`config.mk`:
```
export PLATFORM = sky130hd
export DESIGN_NAME = strum_press_gen_flat
export DESIGN_NICKNAME = d
export VERILOG_FILES = /design/src/rtl/strum_press_gen_pkg.sv /design/src/rtl/strum_press_gen_if.sv /design/src/rtl/strum_press_gen_press_channel.sv /design/src/rtl/strum_press_gen.sv /design/src/flat_wrapper.sv
export SDC_FILE = /design/constraint.sdc
export NUM_CORES = 1
export LEC_CHECK = 0
export BUFFER_PORTS_ARGS = -buffer_cell sky130_fd_sc_hd__buf_2
export CORE_MARGIN = 2
export CORE_UTILIZATION = 30
export DETAILED_ROUTE_END_ITERATION = 16
export SLEW_MARGIN = 20
export SYNTH_ARGS = -nofsm -noshare
export SYNTH_HDL_FRONTEND = slang
export SYNTH_SLANG_ARGS = --single-unit
```
`constraint.sdc`:
```
create_clock -name clk -period 2.9 [get_ports clk]
set_input_delay 0.58 -clock clk [delete_from_list [all_inputs] [get_ports clk]]
set_output_delay 0.58 -clock clk [all_outputs]
set_load 0.005 [all_outputs]
```
`src/rtl/strum_press_gen_pkg.sv`:
```
// Shared event codes and channel state type for the strum/kick press generator.
package strum_pkg;

  localparam logic [1:0] EVT_UP   = 2'b01;
  localparam logic [1:0] EVT_DOWN = 2'b10;
  localparam logic [1:0] EVT_KICK = 2'b11;

  typedef enum logic [1:0] {
    IDLE    = 2'd0,
    PRESS   = 2'd1,
    HOLDOFF = 2'd2
  } chan_state_t;

endpackage

```
`src/rtl/strum_press_gen_if.sv`:
```
// Valid/ready event port toward the host logger.
interface strum_press_gen_if;
  logic       evt_valid;
  logic [1:0] evt_code;
  logic       evt_ready;

  modport master (output evt_valid, output evt_code, input evt_ready);
  modport slave  (input evt_valid, input evt_code, output evt_ready);
endinterface

```
`src/rtl/strum_press_gen_press_channel.sv`:
```
// One input channel: rising-edge detect, press/holdoff timer FSM, pending-event request.
//   state   | meaning
//   IDLE    | armed, waiting for a rising edge
//   PRESS   | press output high for PRESS_CYCLES
//   HOLDOFF | dead time, rises ignored
module press_channel
  import strum_pkg::*;
#(
  parameter int PRESS_CYCLES   = 500000,
  parameter int HOLDOFF_CYCLES = 250000,
  parameter int CNT_W          = 20
) (
  input  logic clk,
  input  logic rst,
  input  logic din,
  input  logic grant,
  output logic press,
  output logic pend,
  output logic start,
  output logic drop
);

  localparam int HOLD_LD_I = (HOLDOFF_CYCLES > 0) ? HOLDOFF_CYCLES - 1 : 0;
  localparam logic [CNT_W-1:0] PRESS_LD = CNT_W'(PRESS_CYCLES - 1);
  localparam logic [CNT_W-1:0] HOLD_LD  = CNT_W'(HOLD_LD_I);

  chan_state_t      state;
  logic [CNT_W-1:0] timer;
  logic             prev;
  logic             rise;

  assign rise  = din & ~prev;
  assign start = (state == IDLE) & rise;
  assign press = (state == PRESS);
  // A grant on the same cycle frees the slot, so the new edge is kept rather than dropped.
  assign drop  = start & pend & ~grant;

  always_ff @(posedge clk) begin
    prev <= din;
    if (rst) begin
      state <= IDLE;
      timer <= '0;
      pend  <= 1'b0;
    end else begin
      case (state)
        IDLE: begin
          if (rise) begin
            state <= PRESS;
            timer <= PRESS_LD;
          end
        end
        PRESS: begin
          if (timer == '0) begin
            if (HOLDOFF_CYCLES > 0) begin
              state <= HOLDOFF;
              timer <= HOLD_LD;
            end else begin
              state <= IDLE;
            end
          end else begin
            timer <= timer - 1'b1;
          end
        end
        HOLDOFF: begin
          if (timer == '0) state <= IDLE;
          else             timer <= timer - 1'b1;
        end
        default: state <= IDLE;
      endcase

      if (start)      pend <= 1'b1;
      else if (grant) pend <= 1'b0;
    end
  end

endmodule

```
`src/rtl/strum_press_gen.sv`:
```
// Press-pulse generator with fixed-priority event arbiter and FWFT event FIFO.
// Optional STRUM_PRESS_STATS_EN adds saturating per-channel press counters.
module strum_press_gen
  import strum_pkg::*;
#(
  parameter int PRESS_CYCLES   = 500000,
  parameter int HOLDOFF_CYCLES = 250000,
  parameter int CNT_W          = 20,
  parameter int FIFO_DEPTH     = 4
) (
  input  logic clk,
  input  logic rst,
  input  logic strum_g,
  input  logic strum_b,
  input  logic drum_foot,
  output logic press_up,
  output logic press_down,
  output logic press_kick,
  strum_press_gen_if.master evt,
  output logic evt_overflow
`ifdef STRUM_PRESS_STATS_EN
  ,
  output logic [15:0] cnt_up,
  output logic [15:0] cnt_down,
  output logic [15:0] cnt_kick
`endif
);

  localparam int AW = $clog2(FIFO_DEPTH);

  logic pend_up, pend_down, pend_kick;
  logic g_up, g_down, g_kick;
  logic start_up, start_down, start_kick;
  logic drop_up, drop_down, drop_kick;

  press_channel #(.PRESS_CYCLES(PRESS_CYCLES), .HOLDOFF_CYCLES(HOLDOFF_CYCLES), .CNT_W(CNT_W))
    u_up (.clk(clk), .rst(rst), .din(strum_g), .grant(g_up), .press(press_up),
          .pend(pend_up), .start(start_up), .drop(drop_up));
  press_channel #(.PRESS_CYCLES(PRESS_CYCLES), .HOLDOFF_CYCLES(HOLDOFF_CYCLES), .CNT_W(CNT_W))
    u_down (.clk(clk), .rst(rst), .din(strum_b), .grant(g_down), .press(press_down),
            .pend(pend_down), .start(start_down), .drop(drop_down));
  press_channel #(.PRESS_CYCLES(PRESS_CYCLES), .HOLDOFF_CYCLES(HOLDOFF_CYCLES), .CNT_W(CNT_W))
    u_kick (.clk(clk), .rst(rst), .din(drum_foot), .grant(g_kick), .press(press_kick),
            .pend(pend_kick), .start(start_kick), .drop(drop_kick));

  logic [AW:0] wr_ptr, rd_ptr;
  logic [1:0]  mem [FIFO_DEPTH];
  logic        empty, full, pop, push, can_push;
  logic [1:0]  push_code;

  assign empty    = (wr_ptr == rd_ptr);
  assign full     = (wr_ptr[AW] != rd_ptr[AW]) && (wr_ptr[AW-1:0] == rd_ptr[AW-1:0]);
  assign pop      = evt.evt_valid & evt.evt_ready;
  assign can_push = ~full | pop;

  assign g_kick = pend_kick & can_push;
  assign g_up   = pend_up & ~pend_kick & can_push;
  assign g_down = pend_down & ~pend_kick & ~pend_up & can_push;
  assign push   = g_kick | g_up | g_down;

  always_comb begin
    push_code = EVT_DOWN;
    if (g_kick)    push_code = EVT_KICK;
    else if (g_up) push_code = EVT_UP;
  end

  assign evt.evt_valid = ~empty;
  assign evt.evt_code  = empty ? 2'b00 : mem[rd_ptr[AW-1:0]];

  always_ff @(posedge clk) begin
    if (push) mem[wr_ptr[AW-1:0]] <= push_code;
  end

  always_ff @(posedge clk) begin
    if (rst) begin
      wr_ptr       <= '0;
      rd_ptr       <= '0;
      evt_overflow <= 1'b0;
    end else begin
      if (push) wr_ptr <= wr_ptr + 1'b1;
      if (pop)  rd_ptr <= rd_ptr + 1'b1;
      if (drop_up | drop_down | drop_kick) evt_overflow <= 1'b1;
    end
  end

`ifdef STRUM_PRESS_STATS_EN
  always_ff @(posedge clk) begin
    if (rst) begin
      cnt_up   <= '0;
      cnt_down <= '0;
      cnt_kick <= '0;
    end else begin
      if (start_up   && cnt_up   != 16'hFFFF) cnt_up   <= cnt_up + 1'b1;
      if (start_down && cnt_down != 16'hFFFF) cnt_down <= cnt_down + 1'b1;
      if (start_kick && cnt_kick != 16'hFFFF) cnt_kick <= cnt_kick + 1'b1;
    end
  end
`endif

endmodule

```
`src/flat_wrapper.sv`:
```
// flat-port wrapper written by rule: the top's interface ports become plain ports
module strum_press_gen_flat import strum_pkg::*;
#(
  parameter int PRESS_CYCLES   = 500000,
  parameter int HOLDOFF_CYCLES = 250000,
  parameter int CNT_W          = 20,
  parameter int FIFO_DEPTH     = 4
)
  (clk, rst, strum_g, strum_b, drum_foot, press_up, press_down, press_kick, evt_overflow, evt_evt_valid, evt_evt_code, evt_evt_ready);
  strum_press_gen_if evt_i ();
  input  logic clk;
  input  logic rst;
  input  logic strum_g;
  input  logic strum_b;
  input  logic drum_foot;
  output logic press_up;
  output logic press_down;
  output logic press_kick;
  output logic evt_overflow;
  output wire logic [$bits(evt_i.evt_valid)-1:0] evt_evt_valid;
  output wire logic [$bits(evt_i.evt_code)-1:0] evt_evt_code;
  input wire logic [$bits(evt_i.evt_ready)-1:0] evt_evt_ready;
  assign evt_evt_valid = evt_i.evt_valid;
  assign evt_evt_code = evt_i.evt_code;
  assign evt_i.evt_ready = evt_evt_ready;
  strum_press_gen #(.PRESS_CYCLES(PRESS_CYCLES), .HOLDOFF_CYCLES(HOLDOFF_CYCLES), .CNT_W(CNT_W), .FIFO_DEPTH(FIFO_DEPTH)) u_core (.clk(clk), .rst(rst), .strum_g(strum_g), .strum_b(strum_b), .drum_foot(drum_foot), .press_up(press_up), .press_down(press_down), .press_kick(press_kick), .evt(evt_i), .evt_overflow(evt_overflow));
endmodule
```
======== Yosys cells after proc, flatten, opt, wreduce, memory -nomap -nowiden ========
Memory sizes are Yosys's and may differ from the RTL's. A register that Yosys moved wholly into a read port is not among the register bits.
Cells that the tools add are included.
word-level totals
  flip-flop bits (word level) ............. 79
  input bits .............................. 6
  memories ................................ 1
  logic and storage cells ................. 132
  memory bits (writable) .................. 8
  output and inout port bits .............. 7
cells by class
  bitwise logic cells ..................... 34
  muxes and demuxes ....................... 37
  reduce and logical (&&, ||, !) cells .... 19
  equal/unequal tests ..................... 21
  add/subtract/negate cells ............... 5
memory list
  memory      depth  width  read ports  clocked after Yosys merged registers in  write ports  line                   text
  u_core.mem  4      2      1           1                                        1            strum_press_gen.sv:47  logic [1:0] mem [FIFO_DEPTH];
operators with widths
  operator               number
  $mux 20                9
  $pmux 20 s3            3
  $logic_not 20->1       3
  $sub 20x1->20 const B  3
  $mux 2                 14
  $and 1x1->1            19
  $ne 2x2->1 const B     9
  $pmux 2 s3             3
  $reduce_and 3->1       6
  $not 1->1              10
  $reduce_bool 3->1      3
  $mux 1                 8
  $add 3x1->3 const B    2
  $eq 2x1->1 const B     3
  $eq 2x2->1 const B     3
  $logic_not 2->1        3
  $ne 2x1->1 const B     3
  $reduce_bool 2->1      3
  $or 1x1->1             5
  $eq 3x3->1             1
  $eq 2x2->1             1
  $logic_and 1x1->1      1
  $ne 1x1->1             1

======== Depth between registers and ports, before layout ========
  depth in word-level cells ............... 9
  mapped depth ............................ 9
  mapped depth without buffers ............ 7

======== Cells and area by module ========
From an unflattened synthesis, not the netlist that was laid out.
unflattened totals
  cells, all modules ...................... 656
  area total of the unflattened synthesis .. 5551.6 um^2
modules (own cells, without submodules)
  module                             sequential area each (um^2)  times used  area each (um^2)  cells an instance
  press_channel (u_core.u_down ...)  480.5                        2           1571.5            192
  press_channel (u_core.u_up)        480.5                        1           1536.5            196
  strum_press_gen                    420.4                        1           872.1             76

======== Least setup slack after synthesis ========
OpenSTA, ideal clock, no wires.
  path type ............................... register to register
  start point ............................. reg u_core.u_up.timer[0]
  end point ............................... reg u_core.u_up.timer[18]
  data arrival time ....................... 2.253 ns
  path slack .............................. 0.528 ns
  library setup time ...................... 0.119 ns
  clock period less this slack ............ 2.372 ns
  buffers on the path ..................... 1
  required time ........................... 2.781 ns
  cell stages (with the launch flop) ...... 9
  path through ............................ dfxtp_1 inv_1 ha_1 or4b_2 or2_2 clkbuf_1 o311ai_1 o22ai_1 o21bai_1
on the way
  word-level cells in the longest chain between the ends .. 3
  elaborated cells between the ends (all ways) .. 7
  those cells by class .................... 1 x add/sub; 1 x eq/ne; 3 x mux; 2 x reduce/logical
ends and longest elaborated chain
  element                                            line                                 text
  start: declaration                                 strum_press_gen_press_channel.sv:28  logic [CNT_W-1:0] timer;
  start signal: assignment                           strum_press_gen_press_channel.sv:61  timer <= timer - 1'b1;
  start signal: assignment                           strum_press_gen_press_channel.sv:66  else timer <= timer - 1'b1;
  $sub 20x1->20 or $logic_not 20->1 (tied branches)  --
  $mux 20, or another cell as far along              strum_press_gen_press_channel.sv:65  if (timer == '0) state <= IDLE;
  $pmux 20 s3 or $reduce_and 3->1 (tied branches)    --
Several ways; a longest one is shown, not always the timed one. The select of a mux whose other input is x is not followed.
A chain may end at the register's enable or synchronous reset.

======== Worst setup path after layout ========
  start point ............................. reg u_core.u_kick.timer[0]
  end point ............................... reg u_core.u_kick.timer[16]
on the way
  word-level cells in the longest chain between the ends .. 3
  elaborated cells between the ends (all ways) .. 7
  those cells by class .................... 1 x add/sub; 1 x eq/ne; 3 x mux; 2 x reduce/logical
ends and longest elaborated chain
  element                                            line
  start: declaration                                 strum_press_gen_press_channel.sv:28
  start signal: assignment                           strum_press_gen_press_channel.sv:61
  start signal: assignment                           strum_press_gen_press_channel.sv:66
  $sub 20x1->20 or $logic_not 20->1 (tied branches)  --
  $mux 20, or another cell as far along              strum_press_gen_press_channel.sv:65
  $pmux 20 s3 or $reduce_and 3->1 (tied branches)    --
Several ways; a longest one is shown, not always the timed one. The select of a mux whose other input is x is not followed.

==> flow_summary.html <==
<table>
<tr><th>Metric</th><th>Value</th></tr>
<tr><th colspan="2">Run status</th></tr>
<tr><td>Outcome</td><td>complete, no violations</td></tr>
<tr><th colspan="2">CTS</th></tr>
<tr><td>CTS clk-pin slew, worst paths</td><td>0.07 ns</td></tr>
<tr><td>TritonCTS clock tree</td><td>done</td></tr>
<tr><td>CTS HTree Levels</td><td>3</td></tr>
<tr><td>Clock latency on the worst-skew pair</td><td>0.35 ns</td></tr>
<tr><td>Inserted Clock Buffers</td><td>9</td></tr>
<tr><td>Buffer cell driving the clock tree root</td><td>clkbuf_16</td></tr>
<tr><td>Clk sink count</td><td>89</td></tr>
<tr><td># resized after CTS</td><td>0</td></tr>
<tr><td>Clock Path Buffers</td><td>2</td></tr>
<tr><td>Cts-stage hold buffer count</td><td>0</td></tr>
<tr><td>Number of buffers inserted by post-CTS setup repair</td><td>0</td></tr>
<tr><th colspan="2">Logic synthesis</th></tr>
<tr><td>Fraction of registers with async set/reset</td><td>0%</td></tr>
<tr><td>Count of warnings emitted by yosys</td><td>0</td></tr>
<tr><td>Post-synthesis share of cell area spent on full adders, half adders and majority gates</td><td>4.70%</td></tr>
<tr><td>Synth Area in Compound Gates</td><td>28.3%</td></tr>
<tr><td>Post-synthesis instance area</td><td>0.00533 mm2</td></tr>
<tr><td>Post-synthesis cell type with the largest combined area</td><td>dfxtp_1</td></tr>
<tr><td>Mux share of post-synthesis cell area</td><td>1.03%</td></tr>
<tr><td>Sequential element share of the synthesized area</td><td>35.0%</td></tr>
<tr><td>Syn Area/Cell</td><td>8.33 um2</td></tr>
<tr><td>Count of mapped cells out of synthesis</td><td>639</td></tr>
<tr><td>Distinct cell type count of the synthesized netlist</td><td>75</td></tr>
<tr><td>Number of synthesized register bits</td><td>89</td></tr>
<tr><td>Basic-gate share of the synthesized area counting and, or, nand and nor cells</td><td>23.9%</td></tr>
<tr><td>Synth area leaders</td><td>dfxtp_1 30%, a21oi_1 5.7%, ha_1 4.7%, edfxtp_1 4.5%, o21ai_0 4.2%</td></tr>
<tr><td>Number of enable flip-flop cells after synthesis</td><td>8</td></tr>
<tr><td>Combinational family with the most area after synthesis</td><td>compound AO/OA/AOI/OAI gates</td></tr>
<tr><td>Post-synthesis net count</td><td>665</td></tr>
<tr><td>Prevailing post-synth register cell</td><td>dfxtp_1</td></tr>
<tr><td>Area share of the leading cell type in the synthesized netlist</td><td>30.5%</td></tr>
<tr><td>Xor-xnor portion of the synthesized cell area</td><td>1.81%</td></tr>
<tr><th colspan="2">Routing</th></tr>
<tr><td>DR WL/cell</td><td>15.3 um</td></tr>
<tr><td>1st-iter DRT viols</td><td>453</td></tr>
<tr><td>Number of iterations in the first detailed-routing pass</td><td>5</td></tr>
<tr><td>Post-detailed-routing wire length</td><td>13600 um</td></tr>
<tr><td>Overall via count from detail_route</td><td>5010</td></tr>
<tr><td># DRC</td><td>0</td></tr>
<tr><td>Number of nets with antenna violations after detailed routing</td><td>0</td></tr>
<tr><td>Drt via density</td><td>5.65</td></tr>
<tr><th colspan="2">Critical path</th></tr>
<tr><td>Kind of critical path</td><td>flop to flop</td></tr>
<tr><td>Required time worst endpoint</td><td>3.16 ns</td></tr>
<tr><td>Worst setup path startpoint</td><td>u_core.u_kick.timer[0]</td></tr>
<tr><td>Highest net fanout along the worst path</td><td>10</td></tr>
<tr><td>Reg-to-reg critical path startpoint</td><td>u_core.u_kick.timer[0]</td></tr>
<tr><td>Signal arrival time at the worst endpoint</td><td>2.80 ns</td></tr>
<tr><td>Type of element capturing the critical path</td><td>flop</td></tr>
<tr><td>Crit start category</td><td>flop</td></tr>
<tr><th colspan="2">STA</th></tr>
<tr><td>Worst-case headroom to the max-slew limit</td><td>35.0%</td></tr>
<tr><td>RSZ-0062 raised after global routing</td><td>no</td></tr>
<tr><td>Final cycle utilization of the critical path</td><td>87.8%</td></tr>
<tr><td>Shortest clock period the worst path allows after layout</td><td>2.54 ns</td></tr>
<tr><td>Fin. Hold Viols</td><td>0</td></tr>
<tr><td>Final setup viols</td><td>0</td></tr>
<tr><td>Max Fclk</td><td>393 MHz</td></tr>
<tr><td>Setup_tns</td><td>0 ns</td></tr>
<tr><td>Max-slew violation count</td><td>0</td></tr>
<tr><td>Largest clock skew in the final design</td><td>0.00844 ns</td></tr>
<tr><td>Actual transition at the worst max-transition pin</td><td>0.971 ns</td></tr>
<tr><td>Fin Hold WS</td><td>0.346 ns</td></tr>
<tr><th colspan="2">Final layout</th></tr>
<tr><td>Layout-stage area growth over the synthesis result</td><td>12.5%</td></tr>
<tr><td># fillers</td><td>1810</td></tr>
<tr><td>Final antenna diode count</td><td>0</td></tr>
<tr><td>Layout Nets</td><td>682</td></tr>
<tr><td>Share of final-layout standard cells stronger than drive strength 1</td><td>13.5%</td></tr>
<tr><th colspan="2">Floorplanning</th></tr>
<tr><td>Area enclosed by the die boundary</td><td>0.0188 mm2</td></tr>
<tr><td>Vertical die dimension</td><td>137 um</td></tr>
<tr><td>Die width</td><td>137 um</td></tr>
<tr><td>Core ar.</td><td>0.0173 mm2</td></tr>
<tr><td>Starting utilization of the core area</td><td>30.8%</td></tr>
<tr><td>Row cnt</td><td>48</td></tr>
<tr><td>Number of primary I/O pins</td><td>13</td></tr>
<tr><th colspan="2">Global route</th></tr>
<tr><td>Global-route congestion overflow total</td><td>0</td></tr>
<tr><td>Total Routing Usage GR</td><td>14.7%</td></tr>
<tr><td>Maximum number of pins on one net before global-route repair</td><td>50</td></tr>
<tr><td>Wire length of the first global-routing pass</td><td>22300 um</td></tr>
<tr><td>Via count of the first global-routing pass</td><td>4423</td></tr>
<tr><td>Number of antenna violations at the first check in global routing</td><td>0</td></tr>
<tr><th colspan="2">Place</th></tr>
<tr><td>Routability-driven placement congestion ratio</td><td>0.873</td></tr>
<tr><td>Final HPWL from detailed placement</td><td>9570 um</td></tr>
<tr><td>IO buf count</td><td>12</td></tr>
<tr><th colspan="2">Pwr</th></tr>
<tr><td>Leakage component of the power</td><td>0.00215 uW</td></tr>
<tr><td>Maximum ir drop on the vdd rail</td><td>0.324 mV</td></tr>
<tr><td>Power per cell area</td><td>624 mW/mm2</td></tr>
<tr><th colspan="2">Min path</th></tr>
<tr><td>Min-delay src</td><td>strum_g</td></tr>
<tr><td>Class of the tightest hold or removal check</td><td>input pin to flop</td></tr>
<tr><th colspan="2">Run</th></tr>
<tr><td>Max Cap Viol</td><td>0</td></tr>
</table>
[synthesized netlist by cell type, drive strengths merged (4+ instances only)]
library cell and number:
or4b 4, o21a 4, or4 24, nand4 5
o22ai 4, a21oi 61, or3 16, o211ai 4
buf 9, inv 37, xnor2 6, nor3b 4
nand2 29, clkbuf 21, o221a 5, nor3 28
nor2b 4, o21ai 48, o32ai 6, dfxtp 81
ha 20, xor2 5, nor2 52, o31ai 28
a31oi 17, nor4 21, or2 7, and2 8
a211oi 9, edfxtp 8, nand3 11
[worst max-delay path: stages (launching register included)]
cell and delay (ns):
dfxtp_1 0.35, inv_1 0.09, ha_1 0.15, or4b_1 0.52, or3_1 0.49, o311ai_4 0.47
nor2b_2 0.08, a2111oi_2 0.32
[path summary, 6_finish.rpt]
kind	to	slack (ns)	depth (start not counted)
max	u_core.u_kick.timer[16]	0.36	7
min	u_core.u_up.prev	0.35	1
max reg2reg	u_core.u_kick.timer[16]	0.36	7
min reg2reg	u_core.u_down.timer[7]	0.48	1
[placed cells by master, fill, tap and decap left out, types with 6 or more instances in the layout]
cell | synthesis | final
dfxtp_1 | 81 | 81
a21oi_1 | 61 | 61
nor2_1 | 52 | 52
o21ai_0 | 45 | 45
inv_1 | 37 | 37
nand2_1 | 29 | 29
nor3_1 | 26 | 26
o31ai_1 | 26 | 26
buf_4 | 3 | 24
or4_1 | 21 | 21
ha_1 | 20 | 20
nor4_1 | 18 | 18
a31oi_1 | 17 | 17
or3_1 | 14 | 14
buf_2 | 4 | 12
nand3_1 | 11 | 11
a211oi_1 | 9 | 9
clkbuf_16 | 0 | 9
and2_1 | 8 | 8
edfxtp_1 | 8 | 8
or2_2 | 7 | 7
xnor2_1 | 6 | 6
[per-layer routing]
metal  GRT usage (%)  vias up  part of all wire, %  routed length [um]
met5               0        -                    0                   0
li1                -     2498                    -                   -
met3            2.80       16                  4.5                 614
met2            22.0      132                   43                5910
met4            4.70        0                  1.2                 162
met1            21.3     2364                   51                6910
[cell type report]
type	instances	area (um2)	share of cell area, %
clock buffer	9	225	3.76
tap	225	282	4.70
timing repair buffer	36	240	4.01
sequential	89	1860	31.1
multi-input combinational	483	3180	53.1
inverter	37	139	2.32
clock inverter	7	65.1	1.09
[registers in the layout, summed over array words and instances, names as in the netlist, 3 cells and up, named ones only]
signal and cells:
u_core.u_kick.timer 20, u_core.rd_ptr 3, u_core.wr_ptr 3, u_core.mem 8, u_core.u_down.timer 20, u_core.u_up.timer 20
[metrics by stage]
| stage | util, % | power [uW] | std cells | cell area, um2 | setup slack, ns |
|---|---|---|---|---|---|
| after floorplan | - | 2270 | 639 | 5330 | 0.528 |
| after global placement | 33.0 | 2580 | 870 | 5700 | 0.419 |
| after detailed placement | 33.0 | 2590 | 870 | 5700 | 0.354 |
| after CTS | 34.6 | 3750 | 886 | 5990 | 0.339 |
| after global routing | 34.6 | 3960 | 886 | 5990 | 0.182 |
| final | 34.6 | 3740 | 886 | 5990 | 0.355 |
[logic make-up (layout without fill, tap and decap cells)]
| kind of cell | Yosys count | after routing |
|---|---|---|
| buffers and inverters | 67 | 89 |
| multiplexers | 3 | 3 |
| adder cells (fa/ha/maj) | 20 | 20 |
| AND/OR/NAND/NOR | 226 | 226 |
| AO/OA/AOI/OAI | 223 | 223 |
| XOR/XNOR | 11 | 11 |
| flip-flops | 89 | 89 |
[power by group]
| part | switching (uW) | total (uW) | internal (uW) |
|---|---|---|---|
| clock network | 556 | 1160 | 604 |
| logic | 690 | 1120 | 431 |
| registers | 119 | 1460 | 1340 |
| total | 1360 | 3740 | 2380 |
(Power assumes the default switching activity.)
